<file path="config.mk">
export PLATFORM = sky130hd
export DESIGN_NAME = alu_sched
export DESIGN_NICKNAME = d
export VERILOG_FILES = /design/src/rtl/alu_sched.sv
export SDC_FILE = /design/constraint.sdc
export NUM_CORES = 1
export LEC_CHECK = 0
export ABC_AREA = 1
export BUFFER_PORTS_ARGS = -buffer_cell sky130_fd_sc_hd__buf_2
export CORE_ASPECT_RATIO = 0.5
export CORE_MARGIN = 2
export CORE_UTILIZATION = 45
export DETAILED_ROUTE_END_ITERATION = 10
export PLACE_DENSITY = 0.76
export SKIP_LAST_GASP = 1
export SYNTH_ARGS = -nofsm -noshare
export SYNTH_HDL_FRONTEND = slang
export SYNTH_SLANG_ARGS = --single-unit
</file>
<file path="constraint.sdc">
create_clock -name clk -period 2.3 [get_ports clk]
set_input_delay 0.23 -clock clk [delete_from_list [all_inputs] [get_ports clk]]
set_output_delay 0.23 -clock clk [all_outputs]
set_load 0.005 [all_outputs]
</file>
<file path="src/rtl/alu_sched.sv">
// alu_sched: schedules two requesters onto one shared alu_control/ALU pair.
// Define ALU_SCHED_FAIR_EN for round-robin tie-breaking; otherwise requester 0 wins IDLE ties.
module alu_sched (
    input  logic        clk,
    input  logic        rst_n,
    input  logic        req0,
    input  logic        req1,
    input  logic [4:0]  op0,
    input  logic [4:0]  op1,
    input  logic [1:0]  funct0,
    input  logic [1:0]  funct1,
    input  logic [15:0] a0,
    input  logic [15:0] b0,
    input  logic [15:0] a1,
    input  logic [15:0] b1,
    output logic [4:0]  alu_op,
    output logic [1:0]  alu_funct,
    output logic [15:0] alu_a,
    output logic [15:0] alu_b,
    input  logic [15:0] alu_out,
    output logic        gnt0,
    output logic        gnt1,
    output logic        done0,
    output logic        done1,
    output logic [15:0] result,
    output logic        halted
);
    typedef enum logic [1:0] {IDLE, EXEC, RESP, HALT} state_t;
    state_t r_state, w_next;
    logic   r_win, w_win, w_load, w_pick;
`ifdef ALU_SCHED_FAIR_EN
    logic   r_ptr;
    assign w_pick = (req0 && req1) ? r_ptr : req1;
    always_ff @(posedge clk or negedge rst_n) begin
        if (!rst_n)
            r_ptr <= 1'b0;
        else if (w_load)
            r_ptr <= ~w_win;
    end
`else
    assign w_pick = ~req0;
`endif
    always_comb begin
        w_next = r_state;
        w_load = 1'b0;
        w_win  = r_win;
        case (r_state)
            IDLE: begin
                w_load = req0 || req1;
                w_win  = w_pick;
                w_next = w_load ? EXEC : IDLE;
            end
            EXEC: w_next = RESP;
            RESP: begin
                // The served requester's req is ignored; only the other one can take over.
                w_load = (alu_op != 5'b00000) && (r_win ? req0 : req1);
                w_win  = ~r_win;
                w_next = (alu_op == 5'b00000) ? HALT : w_load ? EXEC : IDLE;
            end
            HALT: w_next = HALT;
        endcase
    end
    always_ff @(posedge clk or negedge rst_n) begin
        if (!rst_n) begin
            r_state   <= IDLE;
            r_win     <= 1'b0;
            alu_op    <= '0;
            alu_funct <= '0;
            alu_a     <= '0;
            alu_b     <= '0;
            result    <= '0;
        end else begin
            r_state <= w_next;
            if (w_load) begin
                r_win     <= w_win;
                alu_op    <= w_win ? op1 : op0;
                alu_funct <= w_win ? funct1 : funct0;
                alu_a     <= w_win ? a1 : a0;
                alu_b     <= w_win ? b1 : b0;
            end
            if (r_state == EXEC)
                result <= alu_out;
        end
    end
    assign gnt0   = (r_state == EXEC) && !r_win;
    assign gnt1   = (r_state == EXEC) &&  r_win;
    assign done0  = (r_state == RESP) && !r_win;
    assign done1  = (r_state == RESP) &&  r_win;
    assign halted = (r_state == HALT);
endmodule

</file>
======== Yosys cells after proc, flatten, opt, wreduce, memory -nomap -nowiden ========
Cells that the tools add are included.
word-level totals
  input bits .............................. 98
  logic and storage cells ................. 33
  output and inout bits ................... 60
  flip-flop bits (word level) ............. 58
operators by class
  bitwise operators ....................... 2
  mux-type cells .......................... 11
  reductions and logical operators ........ 10
  equal/unequal tests ..................... 3
operator list
  operator                                                                number
  16-bit two-way mux                                                      2
  2-bit one-hot mux with 4 select lines                                   1
  1-bit logical AND                                                       5
  5-bit logical NOT                                                       1
  5-bit two-way mux                                                       1
  5-bit nonzero test                                                      1
  2-bit equality test (second input constant)                             2
  2-bit two-way mux                                                       2
  1-bit one-hot mux with 2 select lines                                   2
  1-bit two-way mux                                                       3
  2-bit by 1-bit equality test with 1-bit output (second input constant)  1
  2-bit logical NOT                                                       1
  1-bit NOT                                                               2
  1-bit logical NOT                                                       1
  1-bit logical OR                                                        1

======== Longest topological paths before layout ========
  depth after elaboration ................. 5
  gate-level depth with buffers ........... 9

======== Worst setup path before layout ========
Ideal clock, no wire load.
  kind .................................... reg2reg
  from .................................... reg r_state[1]
  to ...................................... reg result[10]
  required time ........................... 2.175 ns
  arrival time ............................ 1.163 ns
  setup slack ............................. 1.012 ns
  library setup time ...................... 0.125 ns
  cell stages (with the launch flop) ...... 5
  cell sequence ........................... dfrtp_1 inv_1 nand2_2 buf_2 mux2_2
between the ends
  word-level cells in the longest chain between the ends .. 1
ends and longest elaborated chain
  element                                         RTL line  text
  start, declared                                 29        state_t r_state, w_next;
  start signal, assigned                          73        r_state <= w_next;
  2-bit by 1-bit equality test with 1-bit output  81        if (r_state == EXEC)
  end signal, assigned                            82        result <= alu_out;
  end, declared                                   25        output logic [15:0] result,
No other way between the ends.
A chain may end at the register's enable or synchronous reset.

======== Worst setup path after layout ========
  from .................................... reg r_state[0]
  to ...................................... out done1
between the ends
  word-level cells in the longest chain between the ends .. 2
ends and longest elaborated chain
  element              RTL line  text
  2-bit equality test  88        assign done1 = (r_state == RESP) && r_win;
  1-bit logical AND    88
  end, declared        24        output logic done1,
No other way between the ends.

==> impl_metrics.tcl <==
set metrics [dict create \
    status "complete, no violations" \
    power.leakage_nw 2.484 \
    clk_pin_slew_worst_paths_ns 0.05 \
    gp_congestion 0.8013 \
    maxClockFrequency_mhz 566.8 \
    port_buffers 157 \
    fin_nets 622 \
    fillers 572 \
    drtPass1Iterations 4 \
    period_needed_ns 1.764 \
    path_max_fanout 40 \
    htree_num_levels 3 \
    critPathCaptureType "output port" \
    drt_wl_total_mm 8.197 \
    multi_input_area_sq_um 1341 \
    via_count 3085 \
    cts_tree "done" \
    drtIter0Drc 196 \
    path_class "reg2out" \
    cts.repair.resized 0 \
    die_h_microns 61.16 \
    die_w_microns 118.3 \
    grt_pass1_wl_mm 13.17 \
    stdcell_count 617 \
    max-clock-path-buffers 2 \
    dp_cells 600 \
    grt_max_degree 41 \
    regArea_sq_um 1451 \
    drc 0 \
    utilization_pct 66.62 \
    drtAntennaViolNets 0 \
    syn_inst 373 \
    synthDistinctLibCells 16 \
    drv_cap 0 \
    grt_overflow 0 \
    diodes 0 \
    irDropWorstVdd_mv 0.4307 \
    finalClockSkew_ns 0.005927 \
    clockRootBuffer "clkbuf_16" \
    finalHoldViolCount 0 \
    worstMarginPinSlew_ns 0.4617 \
    antenna_found_initial 0 \
    syn_area_sq_um 2940 \
    dp_hpwl_mm 5.723 \
    finalSetupTns_ns 0 \
    clock-sinks 58 \
    clock_latency_ns 0.32 \
    start_kind "flip-flop" \
    start_util_pct 47.57 \
    setup_violations 0 \
    avgSynthCellArea_sq_um 7.883 \
    core_sq_um 6181 \
    syn_to_final_growth_pct 40.04 \
    layout-drive-gt1-share_pct 38.56 \
    row_count 20 \
    wl_per_cell_microns 13.29 \
    crit_required_ns 2.07 \
    die-area_sq_um 7236 \
    ys_seq_area_share_pct 49.36 \
    cts_made_buffers 9 \
    slew_headroom_pct 69.11 \
    io_pins 158 \
    min_period_over_period_pct 76.71 \
    ys_warn_count 0 \
    rsz0062_at_grt "false" \
    min_path_type "in2reg" \
    slew_viol_final 0 \
    fin_total_pwr_mw 2.540 \
    critPathArrivalTime_ns 1.53 \
    first_global_vias 2832 \
    p_per_area_nw_per_um2 616.7 \
    ys_seq_elements 58 \
    grt_usage_pct 23.37 \
    viasPerCell 5.000 \
    syn-num-nets 471 \
]
## logic make-up after synthesis
| logic type | count (synthesis) | share of synthesized area (%) |
|---|---|---|
| and+or+nand+nor | 260 | 38.60 |
| DFF | 58 | 49.36 |
| muxes | 16 | 6.128 |
| AOI/OAI and AO/OA | 2 | 0.3401 |
| buffers and inverters | 37 | 5.574 |
## cell usage in the layout (no fill, tap or decap), drive strengths merged
cell type | Yosys | final
nand4 | 39 | 39
inv | 8 | 8
bufinv | 0 | 1
dlygate4sd3 | 0 | 1
nand3b | 1 | 1
clkinv | 0 | 1
nand2 | 169 | 169
nand3 | 44 | 44
dfrtp | 58 | 58
o21ai | 2 | 2
clkbuf | 9 | 12
nor2 | 7 | 7
clkinvlp | 0 | 2
buf | 20 | 168
mux2 | 16 | 16
## worst max-delay path: stages, from the launching register on
cell     delay [ns]
dfrtp_1        0.44
inv_2          0.08
nand3_2        0.08
buf_4          0.39
inv_1          0.07
buf_2          0.14
## power breakdown
part | total [mW] | switching, mW | internal [mW]
Combinational | 0.167 | 0.0731 | 0.0940
Sequential | 1.04 | 0.00618 | 1.04
Clock | 1.33 | 0.436 | 0.894
## state kept, by name, indices dropped and copies added (netlist names)
register and flops:
alu_a 16, alu_b 16, result 16, alu_op 5, alu_funct 2, r_state 2, r_win 1
## cell usage after synthesis
| cell | number | area share (%) |
|---|---|---|
| buf_1 | 4 | 0.51 |
| buf_2 | 14 | 2.4 |
| buf_4 | 2 | 0.51 |
| clkbuf_1 | 9 | 1.1 |
| dfrtp_1 | 58 | 49 |
| inv_1 | 6 | 0.77 |
| inv_2 | 2 | 0.26 |
| mux2_2 | 16 | 6.1 |
| nand2_1 | 168 | 21 |
| nand2_2 | 1 | 0.21 |
| nand3_1 | 44 | 7.5 |
| nand3b_1 | 1 | 0.26 |
| nand4_1 | 39 | 8.3 |
| nor2_1 | 7 | 0.89 |
| o21ai_0 | 1 | 0.17 |
| o21ai_1 | 1 | 0.17 |
## metal layers
| metal | track usage [%] | wire length (microns) | part of all wire, % |
|---|---|---|---|
| met5 | 0 | 0 | 0 |
| met1 | 28.06 | 3497 | 43 |
| met2 | 42.11 | 3993 | 49 |
| met4 | 7.229 | 80 | 0.98 |
| met3 | 7.130 | 627 | 7.6 |
## timing repair
| item | in CTS | in global routing |
|---|---|---|
| hold buffers | 1 | 0 |
| setup endpoints to repair | 0 | 0 |
| endpoints found under the hold margin | 15 | 0 |
| buffers inserted | 0 | 0 |
## worst paths after layout
| path | start | to | slack, ns | cells after the start |
|---|---|---|---|---|
| worst max-delay path | r_state[0] | done1 | 0.54 | 5 |
| worst min-delay path | alu_out[14] | result[14] | 0.14 | 2 |
| worst max register to register | r_win | alu_a[4] | 0.63 | 8 |
| worst min register to register | alu_a[2] | alu_a[2] | 0.50 | 2 |
| max in group asynchronous | rst_n | alu_op[4] | 1.31 | 3 |
| min in group asynchronous | rst_n | alu_a[2] | 0.36 | 2 |
## cell type report
cell class | count | share of cell area [%]
Timing Repair Buffer | 169 | 21.33
Inverter | 8 | 0.7293
Multi-Input combinational cell | 278 | 32.57
Clock inverter | 4 | 1.215
Sequential cell | 58 | 35.25
Clock buffer | 12 | 6.229
Tap cell | 88 | 2.674
## per-stage QoR
stage	setup WS (ns)	hold slack [ns]	instance area [sq um]
after floorplan	1.012	-0.06559	2940
after global placement	0.7139	0.1702	3801
after detailed placement	0.6899	0.1626	3801
after CTS	0.5464	0.1353	4118
after global routing	0.4500	0.1384	4118
final	0.5356	0.1446	4118
No activity file was read; power rests on OpenSTA's default activity.
